<file path="src/rtl/sqrt_pkg.sv">
// sqrt_pkg: shared widths, FSM state type and core timing constant for the sqrt dispatcher
package sqrt_pkg;
  localparam int RADICAND_W = 32;
  localparam int ROOT_W = 16;
  localparam int CORE_LATENCY = 17;
  typedef enum logic [1:0] {IDLE, ISSUE, WAIT, HOLD} sqrt_dispatch_state_t;
endpackage

</file>
<file path="src/rtl/sqrt_dispatch_fifo.sv">
// sqrt_dispatch_fifo: synchronous request FIFO with extra-bit pointers for wrap-safe full/empty
module sqrt_dispatch_fifo #(
  parameter int DEPTH = 4,
  parameter int W = 36
) (
  input  logic         clk,
  input  logic         rst,
  input  logic         push_i,
  input  logic         pop_i,
  input  logic [W-1:0] data_i,
  output logic         full_o,
  output logic         empty_o,
  output logic [W-1:0] head_o
);
  localparam int AW = $clog2(DEPTH);
  logic [AW:0] wr_q, rd_q;
  logic [W-1:0] mem_q [DEPTH];
  assign full_o = (wr_q ^ rd_q) == {1'b1, {AW{1'b0}}};
  assign empty_o = wr_q == rd_q;
  assign head_o = mem_q[rd_q[AW-1:0]];
  // pointer advance; a full FIFO refuses pushes even when popping the same cycle
  always_ff @(posedge clk or posedge rst) begin
    if (rst) begin
      wr_q <= '0;
      rd_q <= '0;
    end else begin
      if (push_i && !full_o) wr_q <= wr_q + 1'b1;
      if (pop_i && !empty_o) rd_q <= rd_q + 1'b1;
    end
  end
  // storage needs no reset: empty pointers make stale entries unreachable
  always_ff @(posedge clk) begin
    if (push_i && !full_o) mem_q[wr_q[AW-1:0]] <= data_i;
  end
endmodule

</file>
<file path="src/rtl/sqrt_dispatch.sv">
// sqrt_dispatch: FIFO-buffered request front-end for the iterative sqrt core; SQRT_DISPATCH_BYPASS_EN short-circuits radicands 0 and 1
module sqrt_dispatch
  import sqrt_pkg::*;
#(
  parameter int DEPTH = 4,
  parameter int TAG_W = 4
) (
  input  logic                  clk,
  input  logic                  rst,
  input  logic                  in_valid,
  output logic                  in_ready,
  input  logic [RADICAND_W-1:0] in_radicand,
  input  logic [TAG_W-1:0]      in_tag,
  output logic                  core_start,
  output logic [RADICAND_W-1:0] core_radicand,
  input  logic                  core_busy,
  input  logic                  core_done,
  input  logic [RADICAND_W-1:0] core_root,
  output logic                  out_valid,
  input  logic                  out_ready,
  output logic [ROOT_W-1:0]     out_root,
  output logic [TAG_W-1:0]      out_tag
);
  localparam int W = RADICAND_W + TAG_W;
  sqrt_dispatch_state_t state_q, state_d;
  logic fifo_full, fifo_empty, issue, byp, pop, done_hit;
  logic [W-1:0] head;
  logic [RADICAND_W-1:0] head_rad;
  logic [TAG_W-1:0] head_tag;
  logic core_start_q, core_start_d, out_valid_q, out_valid_d;
  logic [RADICAND_W-1:0] core_radicand_q, core_radicand_d;
  logic [ROOT_W-1:0] out_root_q, out_root_d;
  logic [TAG_W-1:0] out_tag_q, out_tag_d;
  logic unused_root;
  sqrt_dispatch_fifo #(.DEPTH(DEPTH), .W(W)) u_fifo (
    .clk    (clk),
    .rst    (rst),
    .push_i (in_valid && in_ready),
    .pop_i  (pop),
    .data_i ({in_tag, in_radicand}),
    .full_o (fifo_full),
    .empty_o(fifo_empty),
    .head_o (head)
  );
  assign {head_tag, head_rad} = head;
  assign in_ready = !fifo_full;
`ifdef SQRT_DISPATCH_BYPASS_EN
  assign byp = state_q == IDLE && !fifo_empty && !out_valid_q && head_rad[RADICAND_W-1:1] == '0;
`else
  assign byp = 1'b0;
`endif
  assign issue = state_q == IDLE && !fifo_empty && !core_busy && !out_valid_q && !byp;
  assign pop = issue || byp;
  assign done_hit = state_q == WAIT && core_done;
  assign unused_root = ^core_root[RADICAND_W-1:ROOT_W];
  assign core_start = core_start_q;
  assign core_radicand = core_radicand_q;
  assign out_valid = out_valid_q;
  assign out_root = out_root_q;
  assign out_tag = out_tag_q;
  // state and output registers; reset discards any in-flight operation
  always_ff @(posedge clk or posedge rst) begin
    if (rst) begin
      state_q         <= IDLE;
      core_start_q    <= 1'b0;
      core_radicand_q <= '0;
      out_valid_q     <= 1'b0;
      out_root_q      <= '0;
      out_tag_q       <= '0;
    end else begin
      state_q         <= state_d;
      core_start_q    <= core_start_d;
      core_radicand_q <= core_radicand_d;
      out_valid_q     <= out_valid_d;
      out_root_q      <= out_root_d;
      out_tag_q       <= out_tag_d;
    end
  end
  // one operation in flight: issue, wait for the core, hold until the consumer takes it
  always_comb begin
    state_d = state_q;
    case (state_q)
      IDLE:    state_d = byp ? HOLD : issue ? ISSUE : IDLE;
      ISSUE:   state_d = WAIT;
      WAIT:    state_d = core_done ? HOLD : WAIT;
      HOLD:    state_d = out_ready ? IDLE : HOLD;
      default: state_d = IDLE;
    endcase
  end
  // registered outputs: start pulse on issue, result captured on done or bypass
  always_comb begin
    core_start_d    = issue;
    core_radicand_d = issue ? head_rad : core_radicand_q;
    out_tag_d       = pop ? head_tag : out_tag_q;
    out_root_d      = done_hit ? core_root[ROOT_W-1:0] : byp ? ROOT_W'(head_rad[0]) : out_root_q;
    out_valid_d     = done_hit || byp || (out_valid_q && !out_ready);
  end
endmodule

</file>
<file path="config.mk">
export PLATFORM = sky130hd
export DESIGN_NAME = sqrt_dispatch
export DESIGN_NICKNAME = d
export VERILOG_FILES = /design/src/rtl/sqrt_pkg.sv /design/src/rtl/sqrt_dispatch_fifo.sv /design/src/rtl/sqrt_dispatch.sv
export SDC_FILE = /design/constraint.sdc
export NUM_CORES = 1
export LEC_CHECK = 0
export ABC_AREA = 1
export BUFFER_PORTS_ARGS = -buffer_cell sky130_fd_sc_hd__buf_2
export CAP_MARGIN = 20
export CORE_ASPECT_RATIO = 1.2
export CORE_MARGIN = 1
export CORE_UTILIZATION = 48
export CTS_BUF_LIST = sky130_fd_sc_hd__clkbuf_4
export DETAILED_ROUTE_END_ITERATION = 7
export GPL_TIMING_DRIVEN = 0
export PLACE_DENSITY_LB_ADDON = 0.1
export SKIP_LAST_GASP = 1
export SYNTH_ARGS = -nofsm -noshare
export SYNTH_HDL_FRONTEND = slang
export SYNTH_SLANG_ARGS = --single-unit
</file>
<file path="constraint.sdc">
create_clock -name clk -period 6.75 [get_ports clk]
set_clock_uncertainty 0.1 [all_clocks]
set_input_delay 0.675 -clock clk [delete_from_list [all_inputs] [get_ports clk]]
set_output_delay 0.675 -clock clk [all_outputs]
set_load 0.02 [all_outputs]
</file>
==> results.json <==
{
  "io_pins": 129,
  "synth_cell_type_count": 19,
  "cts.htree.levels": 2,
  "fin_tns_setup_ps": 0,
  "ys_ff_latch": 206,
  "max-cap-violations": 0,
  "period_share": 0.387,
  "critical_path_class": "reg2out",
  "grt_setup_unrepaired": "no",
  "hold_class": "in2async",
  "hpwl_mm": 11.8,
  "numCtsBuffers": 52,
  "grt_remaining_overflow": 0,
  "ctsHoldBuffers": 0,
  "outcome": "finished clean",
  "synth_seq_area_share": 0.679,
  "worst_pin_slew_ps": 848,
  "synth.top_cell.area_share": 0.500,
  "whs_ps": 87.3,
  "slowest_stage": "dfrtp_1",
  "cp_num_buf_inv": 2,
  "arrival_ps": 1840,
  "required_ps": 5970,
  "synthTopCellsByArea": "edfxtp_1, dfrtp_1, nand2_1",
  "ys_warn_count": 0,
  "end_kind": "output pin",
  "maxSlewViolCount": 0,
  "fp.dieH_um": 149,
  "dr.pass1.iters": 4,
  "synthesis.area_sq_um": 8650,
  "grt_pass1_wl_mm": 30.2,
  "routed_via_density": 4.70,
  "hold_viol_final": 0,
  "antenna_found_initial": 3,
  "start_util": 0.492,
  "std_cell_rows": 53,
  "cts_sinks": 206,
  "insertion_delay_ps": 670,
  "period_needed_ps": 2610,
  "layout-drive-gt1-share": 0.219,
  "io_buffer_count": 112,
  "cts_setup_buffers": 0,
  "layout.cells.non_filler": 1298,
  "cts_tree": "done",
  "cts_buffer_depth": 3,
  "path_cells": "inv_2 > nand2_1 > nand2_1 > nand3_1 > buf_2",
  "fmax_ghz": 0.383,
  "syn_nets": 944,
  "path_common_cell": "nand2_1",
  "syn_to_final_growth_pct": 18.6,
  "max_stage_delay_ps": 410,
  "drc_errors": 0,
  "p_per_area_nw_per_um2": 429,
  "core_area_sq_um": 17600,
  "track_usage": 0.211,
  "place_congestion": 0.738,
  "cts.clk_slew.worst_paths_ps": 60,
  "grt_max_degree": 63,
  "cp_max_fo": 10,
  "wl_per_cell_um": 14.6,
  "final-setup-viol-count": 0,
  "power.leakage_nw": 5.19,
  "crit_family": "buffers and inverters",
  "die_x_um": 125,
  "grt_pass1_vias": 6013,
  "critPathLaunchType": "register",
  "post_cts_resized": 0,
  "synth_top_cell_by_area": "edfxtp_1",
  "dp_cells": 1201,
  "wirelength_mm": 18.9,
  "drtAntennaViolNets": 0,
  "max_slew_margin": 0.435,
  "synth_cells": 865,
  "cts_root_buf": "clkbuf_4",
  "drt-initial-drc-count": 262,
  "final_nets": 1114,
  "synth_area_per_cell_sq_um": 10.0,
  "die_area_sq_um": 18600,
  "ir_drop_mv": 0.193,
  "num_vias": 6104
}
-- cell families after synthesis --
family,Yosys count,share of synthesized area
xor+xnor,2,0.00202
buf+inv,213,0.0991
flops,206,0.679
compound gates,19,0.0110
simple gates,420,0.202
fa+ha+maj,5,0.00723
-- power breakdown --
| part | internal (mW) | leakage (nW) | switching (mW) | total [mW] |
|---|---|---|---|---|
| Clock | 0.520 | 0.387 | 0.500 | 1.02 |
| Combinational | 0.482 | 2.70 | 1.06 | 1.54 |
| Sequential | 1.71 | 2.10 | 0.128 | 1.84 |
| Total | 2.71 | 5.19 | 1.69 | 4.40 |
-- path summary, 6_finish.rpt --
kind | to | slack [ps] | cells after the start | from
setup reg to reg | u_fifo.mem_q[2][23] | 4240 | 7 | u_fifo.wr_q[0]
max in group asynchronous | out_root[1] | 5890 | 2 | rst
setup / recovery | in_ready | 4140 | 5 | u_fifo.rd_q[1]
hold / removal | core_radicand[31] | 90 | 2 | rst
hold reg to reg | core_radicand[22] | 360 | 2 | core_radicand[22]
min in group clk | u_fifo.mem_q[2][25] | 110 | 1 | in_radicand[25]
-- metrics by stage --
| stage | total power, mW | worst slack [ps] | area [sq um] | utilization |
|---|---|---|---|---|
| finish | 4.40 | 4140 | 10300 | 0.584 |
| global route | 4.72 | 3970 | 10300 | 0.584 |
| CTS | 4.46 | 4090 | 10300 | 0.584 |
| detailed placement | 3.43 | 4210 | 9610 | 0.547 |
| global placement | 3.37 | 2150 | 9490 | 0.540 |
| floorplan | 2.88 | 3600 | 8650 | - |
-- layer usage --
metal | track usage | vias up | part of all wire | wire length, um
li1 | - | 3083 | - | -
met1 | 0.252 | 2806 | 0.41 | 7800
met2 | 0.369 | 175 | 0.50 | 9490
met3 | 0.0499 | 36 | 0.062 | 1170
met4 | 0.0855 | 4 | 0.023 | 428
met5 | 0 | - | 0.00095 | 18
-- state kept, by name, summed over array words and instances (netlist names) --
signal and flops:
u_fifo.wr_q 3, state_q 2, out_root 16, u_fifo.rd_q 3, core_radicand 32, u_fifo.mem_q 144, out_tag 4, core_start 1
out_valid 1
-- layout by cell type, fill, tap and decap left out, drive strengths merged, types with 5 or more instances in the layout --
master	Yosys	routed
inv	175	177
dfrtp	62	62
ha	5	5
nor2	5	5
clkinv	0	24
clkbuf	4	73
o21ai	18	18
nand2	296	296
buf	34	150
nand3	118	118
edfxtp	144	144
-- cell usage after synthesis (all sizes together) --
cell type,instances
a21oi,1
buf,34
clkbuf,4
dfrtp,62
edfxtp,144
ha,5
inv,175
nand2,296
nand3,118
nor2,5
nor3,1
o21ai,18
xor2,2
-- worst register-to-register path: stages (launching register included) --
cell and delay (ps):
dfrtp_1 420, inv_1 120, nand2_1 80, nand2_1 70, nand3_1 210, nand2_1 330, nor2_4 620, buf_16 250
-- layout make-up --
class	count	area, sq um
well taps	220	275
repair buffers	116	648
plain buffers	38	200
multi-input cells	446	1950
clock buffers	69	518
clock inverters	27	136
inverters	175	659
fillers	1559	7310
diodes	1	2.50
flip-flops and latches	206	5880
No activity file was read; power rests on OpenSTA's default activity.
